## src/rtl/neuron_mac.sv

```systemverilog
// Single-neuron MAC: accumulates N_IN signed Q1.7 x Q2.6 products plus a Q2.6 bias,
// then floor-requantizes the Q.13 sum to saturated Q2.6 for the downstream tanh stage.
module neuron_mac #(
  parameter int unsigned N_IN  = 16,
  parameter int unsigned ACC_W = 24
) (
  input  logic       clk,
  input  logic       rst_n,
  input  logic       in_valid,
  output logic       in_ready,
  input  logic [7:0] in_x,
  input  logic [7:0] in_w,
  input  logic [7:0] in_bias,
  output logic [7:0] out_y,
  output logic       out_valid,
  output logic       busy
);

  localparam int unsigned CntW = (N_IN > 1) ? $clog2(N_IN) : 1;
  localparam logic [CntW-1:0] CntLast = CntW'(N_IN - 1);

  typedef enum logic [1:0] {StIdle, StAcc, StFlush} state_e;

  state_e             state_q, state_d;
  logic [CntW-1:0]    cnt_q, cnt_d;
  logic [ACC_W-1:0]   acc_q, acc_d;
  logic [15:0]        p_q, p_d;
  logic               p_valid_q, p_valid_d;
  logic [7:0]         out_y_q, out_y_d;
  logic               out_valid_q, out_valid_d;

  logic               accept;
  logic signed [15:0] prod;
  logic [ACC_W-1:0]   p_ext;
  logic [ACC_W-1:0]   bias_ext;
  logic signed [ACC_W-1:0] sum;
  logic signed [ACC_W-1:0] shifted;
  logic               sat_pos, sat_neg;
  logic [7:0]         y_sat;

  assign in_ready = (state_q != StFlush);
  assign busy     = (state_q != StIdle);
  assign accept   = in_valid && in_ready;

  assign prod     = $signed(in_x) * $signed(in_w);
  assign p_ext    = {{(ACC_W-16){p_q[15]}}, p_q};
  // Bias is Q2.6; shift by 7 to line up with the Q.13 product grid.
  assign bias_ext = {{(ACC_W-15){in_bias[7]}}, in_bias, 7'b0};
  assign sum      = $signed(acc_q + p_ext);
  assign shifted  = sum >>> 7;

  // In range iff bits above bit 7 all equal the sign bit.
  assign sat_pos  = !shifted[ACC_W-1] && (|shifted[ACC_W-2:7]);
  assign sat_neg  = shifted[ACC_W-1] && !(&shifted[ACC_W-2:7]);

  always_comb begin
    y_sat = shifted[7:0];
    if (sat_pos) begin
      y_sat = 8'h7F;
    end else if (sat_neg) begin
      y_sat = 8'h80;
    end
  end

  always_comb begin
    state_d     = state_q;
    cnt_d       = cnt_q;
    acc_d       = acc_q;
    p_d         = p_q;
    p_valid_d   = accept;
    out_y_d     = out_y_q;
    out_valid_d = 1'b0;

    if (p_valid_q) begin
      acc_d = sum;
    end
    if (accept) begin
      p_d = prod;
    end

    unique case (state_q)
      StIdle: begin
        // p_valid_q is never set here: nothing is accepted in the preceding FLUSH cycle.
        if (accept) begin
          acc_d   = bias_ext;
          cnt_d   = CntW'(1);
          state_d = StAcc;
        end
      end
      StAcc: begin
        if (accept) begin
          if (cnt_q == CntLast) begin
            state_d = StFlush;
          end else begin
            cnt_d = cnt_q + 1'b1;
          end
        end
      end
      StFlush: begin
        out_y_d     = y_sat;
        out_valid_d = 1'b1;
        cnt_d       = '0;
        state_d     = StIdle;
      end
      default: state_d = StIdle;
    endcase
  end

  always_ff @(posedge clk or negedge rst_n) begin
    if (!rst_n) begin
      state_q     <= StIdle;
      cnt_q       <= '0;
      acc_q       <= '0;
      p_q         <= '0;
      p_valid_q   <= 1'b0;
      out_y_q     <= 8'h00;
      out_valid_q <= 1'b0;
    end else begin
      state_q     <= state_d;
      cnt_q       <= cnt_d;
      acc_q       <= acc_d;
      p_q         <= p_d;
      p_valid_q   <= p_valid_d;
      out_y_q     <= out_y_d;
      out_valid_q <= out_valid_d;
    end
  end

  assign out_y     = out_y_q;
  assign out_valid = out_valid_q;

endmodule

```

## config.mk

```make
export PLATFORM = sky130hd
export DESIGN_NAME = neuron_mac
export DESIGN_NICKNAME = d
export VERILOG_FILES = /design/src/rtl/neuron_mac.sv
export SDC_FILE = /design/constraint.sdc
export NUM_CORES = 1
export LEC_CHECK = 0
export ABC_CLOCK_PERIOD_IN_PS = 3100
export CORE_UTILIZATION = 56
export DETAILED_ROUTE_END_ITERATION = 8
export DONT_BUFFER_PORTS = 1
export GPL_ROUTABILITY_DRIVEN = 1
export GPL_TIMING_DRIVEN = 0
export PLACE_DENSITY = 0.74
export RECOVER_POWER = 50
export SYNTH_ARGS = -nofsm -noshare
export SYNTH_HDL_FRONTEND = slang
export SYNTH_SLANG_ARGS = --single-unit
```

## constraint.sdc

```tcl
create_clock -name clk -period 3.1 [get_ports clk]
set_clock_uncertainty 0.1 [all_clocks]
set_input_delay 0.465 -clock clk [delete_from_list [all_inputs] [get_ports clk]]
set_output_delay 0.465 -clock clk [all_outputs]
set_load 0.02 [all_outputs]
```

== After elaboration in Yosys (flattened, before gate mapping) ==
Cells that the tools add are included.

* Flip-flop bits (word level): 56
* Output and inout bits: 11
* Input port bits: 27

* Reductions and logical operators: 12
* Muxes and demuxes: 14
* Eq/ne operators: 8
* Multiply operators: 1
* $add $sub $neg: 2

{| class="wikitable"
|+ Operators with widths
! operator !! count
|-
| 24-bit two-way mux || 3
|-
| 24-bit adder || 1
|-
| 8-bit by 8-bit multiplier with 16-bit output || 1
|-
| 8-bit two-way mux || 2
|-
| 4-bit two-way mux || 3
|-
| 4-bit case mux with 3 select lines || 1
|-
| 2-bit inequality test, second input constant || 5
|-
| 10-bit AND reduction || 1
|-
| 10-bit OR reduction || 1
|-
| 2-bit two-way mux || 3
|-
| 4-bit by 1-bit adder with 4-bit output, second input constant || 1
|-
| 4-bit == test, second input constant || 1
|-
| 2-bit case mux with 2 select lines || 1
|-
| 4-bit AND reduction || 1
|-
| 1-bit logical AND || 3
|-
| 3-bit AND reduction || 1
|-
| 3-bit nonzero test || 1
|-
| 2-bit by 1-bit == test with 1-bit output, second input constant || 1
|-
| 2-bit == test, second input constant || 1
|-
| 1-bit zero test || 2
|-
| 2-bit zero test || 1
|-
| 2-bit nonzero test || 1
|-
| 1-bit two-way mux || 1
|}

== Depth between registers and ports, before layout ==
* Word-level depth: 6
* Gate-level depth with buffers: 19
* Mapped depth without buffers: 19

== Worst setup path after synthesis ==
OpenSTA, ideal clock, no wires.

* Path type: input to register
* From: in in_x[3]
* To: reg p_q[14]
* Library setup time: 0.069 ns
* Stages on the path: 18
* Path slack: -1.410 ns
* Arrival: 4.341 ns
* Path buffers: 0
* Required time: 2.931 ns
* Path through: and2_1 fa_1 inv_1 fa_1 inv_1 fa_1 inv_1 fa_1 inv_1 ha_1 o21ai_0 a21oi_1 o21ai_0 a21oi_1 o21ai_0 a21boi_0 or3_1 nand3_1

* Longest elaborated chain between the ends: 1

{| class="wikitable"
|+ Ends and longest elaborated chain
! item !! RTL line !! text
|-
| start, declared || 11 || <nowiki>input logic [7:0] in_x,</nowiki>
|-
| 8-bit by 8-bit multiplier with 16-bit output || 45 || <nowiki>assign prod = $signed(in_x) * $signed(in_w);</nowiki>
|-
| end signal, assigned || 122 || <nowiki>p_q <= p_d;</nowiki>
|-
| end, declared || 27 || <nowiki>logic [15:0] p_q, p_d;</nowiki>
|}

Every way passes these cells.
A chain may end at the register's enable or synchronous reset.

== Final worst setup path ==
* From: in in_w[2]
* To: reg p_q[15]

* Longest elaborated chain between the ends: 1

{| class="wikitable"
|+ Ends and longest elaborated chain
! item !! RTL line !! text
|-
| start, declared || 12 || <nowiki>input logic [7:0] in_w,</nowiki>
|-
| 8-bit by 8-bit multiplier with 16-bit output || 45 ||
|}

Every way passes these cells.

==> metrics.md <==
| Metric | Value |
|---|---|
| Status | `complete, but fails checks` |
| Failing checks | `setup timing` |
| Cell taking the most area after synthesis | `dfrtp_1` |
| Hold_ws | `0.181 ns` |
| CTS tree | `built` |
| DRT iter0 DRCs | `295` |
| Post-Route WL | `14600 µm` |
| First-pass GRT wire length | `24100 µm` |
| Most frequent cells in the layout | `inv_1, nand2_1, dfrtp_1` |
| CTS Sinks | `56` |
| Gr usage total | `26.1%` |
| Max-cap viol count | `0` |
| Count of cell types in the netlist | `70` |
| CTS root buf | `clkbuf_16` |
| Wirelength per Cell | `16.2 µm` |
| Final worst setup slack | `-0.943 ns` |
| CP startpoint kind | `input pin` |
| Leakage power | `3.31 nW` |
| Critical Path RT | `3.17 ns` |
| Core Box Area | `10900 µm²` |
| Hold Path Class | `input pin to flop` |
| Post-synth EDFFs | `0` |
| DRC Markers | `0` |
| Most used cell, CP | `fa_1` |
| Top cells by area, synth | `dfrtp_1, fa_1, ha_1, inv_1, nand2_1` |
| Psw | `0.00447 W` |
| Finished Layout Cells | `903` |
| Max incr delay on CP | `0.55 ns` |
| Fmax | `247 MHz` |
| RSZ-0062 raised after global routing | `true` |
| Hold path depth | `1` |
| Initial Util | `58.2%` |
| CTS Buf Count | `5` |
| Commonest non-fill, non-tap cell in the layout | `inv_1` |
| FP Rows | `38` |
| Tcrit/Tclk final | `130%` |
| Die Wd | `109 µm` |
| Prevailing post-synth register cell | `dfrtp_1` |
| Pre-antenna DRT Iters | `4` |
| Fin nets | `903` |
| GRT Residual Overflow | `0` |
| Clock share of power | `6.1%` |
| Worst slew pin tran | `1.39 ns` |
| Post-DP HPWL | `11200 µm` |
| Synth Warn # | `0` |
| Peak supply drop | `0.000927 V` |
| Worst EP arrival | `4.11 ns` |
| Inst Count DP | `871` |
| FFs w/ async S/R, synth | `100%` |
| Power per cell area | `1220 nW/µm²` |
| Filler cell count | `877` |
| CP max stage cell | `fa_1` |
| Crit Path Max Fanout | `8` |
| Post-synthesis cell area | `6360 µm²` |
| Pre-CTS WS | `-1.42 ns` |
| Cell Int Power | `0.00446 W` |
| Worst r2r path cells | `11` |
| CP delay by family, top | `adder cells` |
| Htree depth | `2` |
| Synth Register Bits | `56` |
| Area growth, synth to finish | `15.1%` |
| Hold Startpoint | `in_bias[7]` |
| Placer Congestion | `0.883` |
| Max transition margin | `7.06%` |
| Hold EP | `acc_q[23]` |
| Seq/Total Area, Yosys | `22.0%` |
| Routed via count | `5232` |
| Setup violations, final | `16` |
| Longest Clk Path Bufs | `2` |
| Crit Path Category | `input pin to flop` |
| Max-slew violations | `0` |
| FF-to-FF End | `out_y[1]` |
| Largest net degree at the start of global routing | `57` |
| Total power | `0.00893 W` |
| Fin. Hold Viols | `0` |
| Fin crit period | `4.04 ns` |
| Initial antenna violation count | `0` |
| Crit path cell chain | `and2_4 > fa_1 > inv_2 > fa_1 > inv_2 > fa_1 > inv_1 > fa_1 > inv_2 > ha_4 > a21oi_4 > o21bai_2 > a21oi_2 > o21ai_2 > o41ai_2 > xnor2_1 > o21ai_1` |
| Clk pin slew, worst setup/hold paths | `0.07 ns` |
| Routed Antenna Nets | `0` |
| Crit. End Element | `flop` |
| Antenna cells | `0` |
| Net Sw Frac | `50.1%` |
| Reg2Reg Setup Slack | `-0.04 ns` |
| Vias in the first global route | `5142` |
| Synth Area per Inst | `8.70 µm²` |
| Gate power share | `80.0%` |
| Fin util | `66.9%` |
| Worst skew pair latency | `0.30 ns` |
| Worst r2r src | `p_q[15]` |
| Syn Nets | `871` |
| Die footprint | `11800 µm²` |
| IO Pins | `38` |
| Sequential power share | `13.9%` |
| Share of the synthesized area in the top cell type | `22.0%` |
| Post-Synthesis Cells | `731` |
| Share of cells above drive strength 1 | `17.6%` |
| Die H | `109 µm` |
| Drt via density | `5.79` |
| WP buf/inv | `4` |
| Port Buffer Count | `0` |
registers in the layout, summed over array words and instances (netlist names):
register	cells
acc_q	24
cnt_q	4
out_valid	1
out_y	8
p_q	16
p_valid_q	1
state_q	2
stage by stage:
step | instance area [µm²] | setup TNS [ns]
after detailed placement | 6610 | -11.77
after global placement | 6610 | -10.09
after CTS | 7100 | -5.66
after floorplan | 6440 | -7.42
final | 7320 | -6.45
after global routing | 7320 | -8.51
worst reg2reg max path: cells and delay by family (launching register included):
family          cells  cell delay (ns)
compound gates      5             1.08
simple gates        4             0.91
flops               1             0.51
fa+ha+maj           1             0.24
buf+inv             1             0.18
cell type report:
cell class / instances / area, µm² / share of cell area [%]
plain buffers: 17 / 88.8 / 1.21
clock buffers: 5 / 125 / 1.71
clock inverters: 2 / 12.5 / 0.171
inverters: 101 / 379 / 5.18
multi-input cells: 557 / 4940 / 67.5
flip-flops and latches: 56 / 1400 / 19.2
well taps: 140 / 175 / 2.39
repair buffers: 25 / 195 / 2.67
power groups by stage:
stage | logic [W] | clock network, W | registers, W
CTS | 0.00644 | 0.000560 | 0.00122
finish | 0.00715 | 0.000547 | 0.00124
global placement | 0.00538 | 0 | 0.00122
global route | 0.00782 | 0.000584 | 0.00127
detailed placement | 0.00560 | 0 | 0.00123
floorplan | 0.00450 | 0 | 0.00116
routing by layer:
| layer | vias up | part of all wire (%) | global-route usage (%) |
|---|---|---|---|
| met1 | 2576 | 43 | 33.4 |
| met3 | 18 | 3.2 | 2.35 |
| met2 | 112 | 52 | 46.7 |
| met5 | - | 0 | 0 |
| met4 | 0 | 2.0 | 7.53 |
| li1 | 2526 | - | - |
cell families after synthesis:
| family | Yosys count | share of synthesized area [%] |
|---|---|---|
| flip-flops | 56 | 22.0 |
| AO/OA/AOI/OAI | 158 | 15.9 |
| XOR/XNOR | 27 | 3.72 |
| adder cells (fa/ha/maj) | 113 | 28.8 |
| AND/OR/NAND/NOR | 238 | 18.9 |
| multiplexers | 21 | 3.32 |
| buffers and inverters | 118 | 7.30 |
worst max-delay path by stage:
stage | from | end | slack, ns | depth (start not counted)
5_1_grt | in_w[2] | p_q[15] | -1.09 | 17
6_report | in_w[2] | p_q[15] | -0.94 | 17
4_1_cts | in_w[2] | p_q[14] | -0.89 | 18
2_1_floorplan | in_w[2] | p_q[15] | -1.15 | 17
3_3_place_gp | in_x[7] | p_q[15] | -1.37 | 17
3_5_place_dp | in_w[2] | p_q[15] | -1.42 | 14
cells in the mapped netlist, types with 3 or more instances:
cell and n:
inv_1 101, nand2_1 74, ha_1 57, dfrtp_1 56
fa_1 56, a21oi_1 47, o21ai_0 47, and2_1 42
nor2_1 40, mux2i_1 20, xnor2_1 18, nand3_1 16
nand4_1 11, nor2b_1 11, nor3_1 11, a21o_1 9
xor2_1 9, a211oi_1 8, clkbuf_1 8, o22ai_1 7
o31ai_1 5, a31oi_1 4, and3_1 4, nand2b_1 4
or3_1 4, a21o_2 3, buf_1 3, buf_2 3
o21bai_1 3
repair_timing:
item                                    in CTS  in global routing
buffers inserted                            15                  9
cloned                                       0                  0
endpoints found under the setup margin      25                 29
pin swaps                                   31                 28
gates resized for setup                     51                 43
hold buffers                                 2                  0
endpoints found under the hold margin       56                  0
Note: power is estimated with default switching activity, not from simulation.
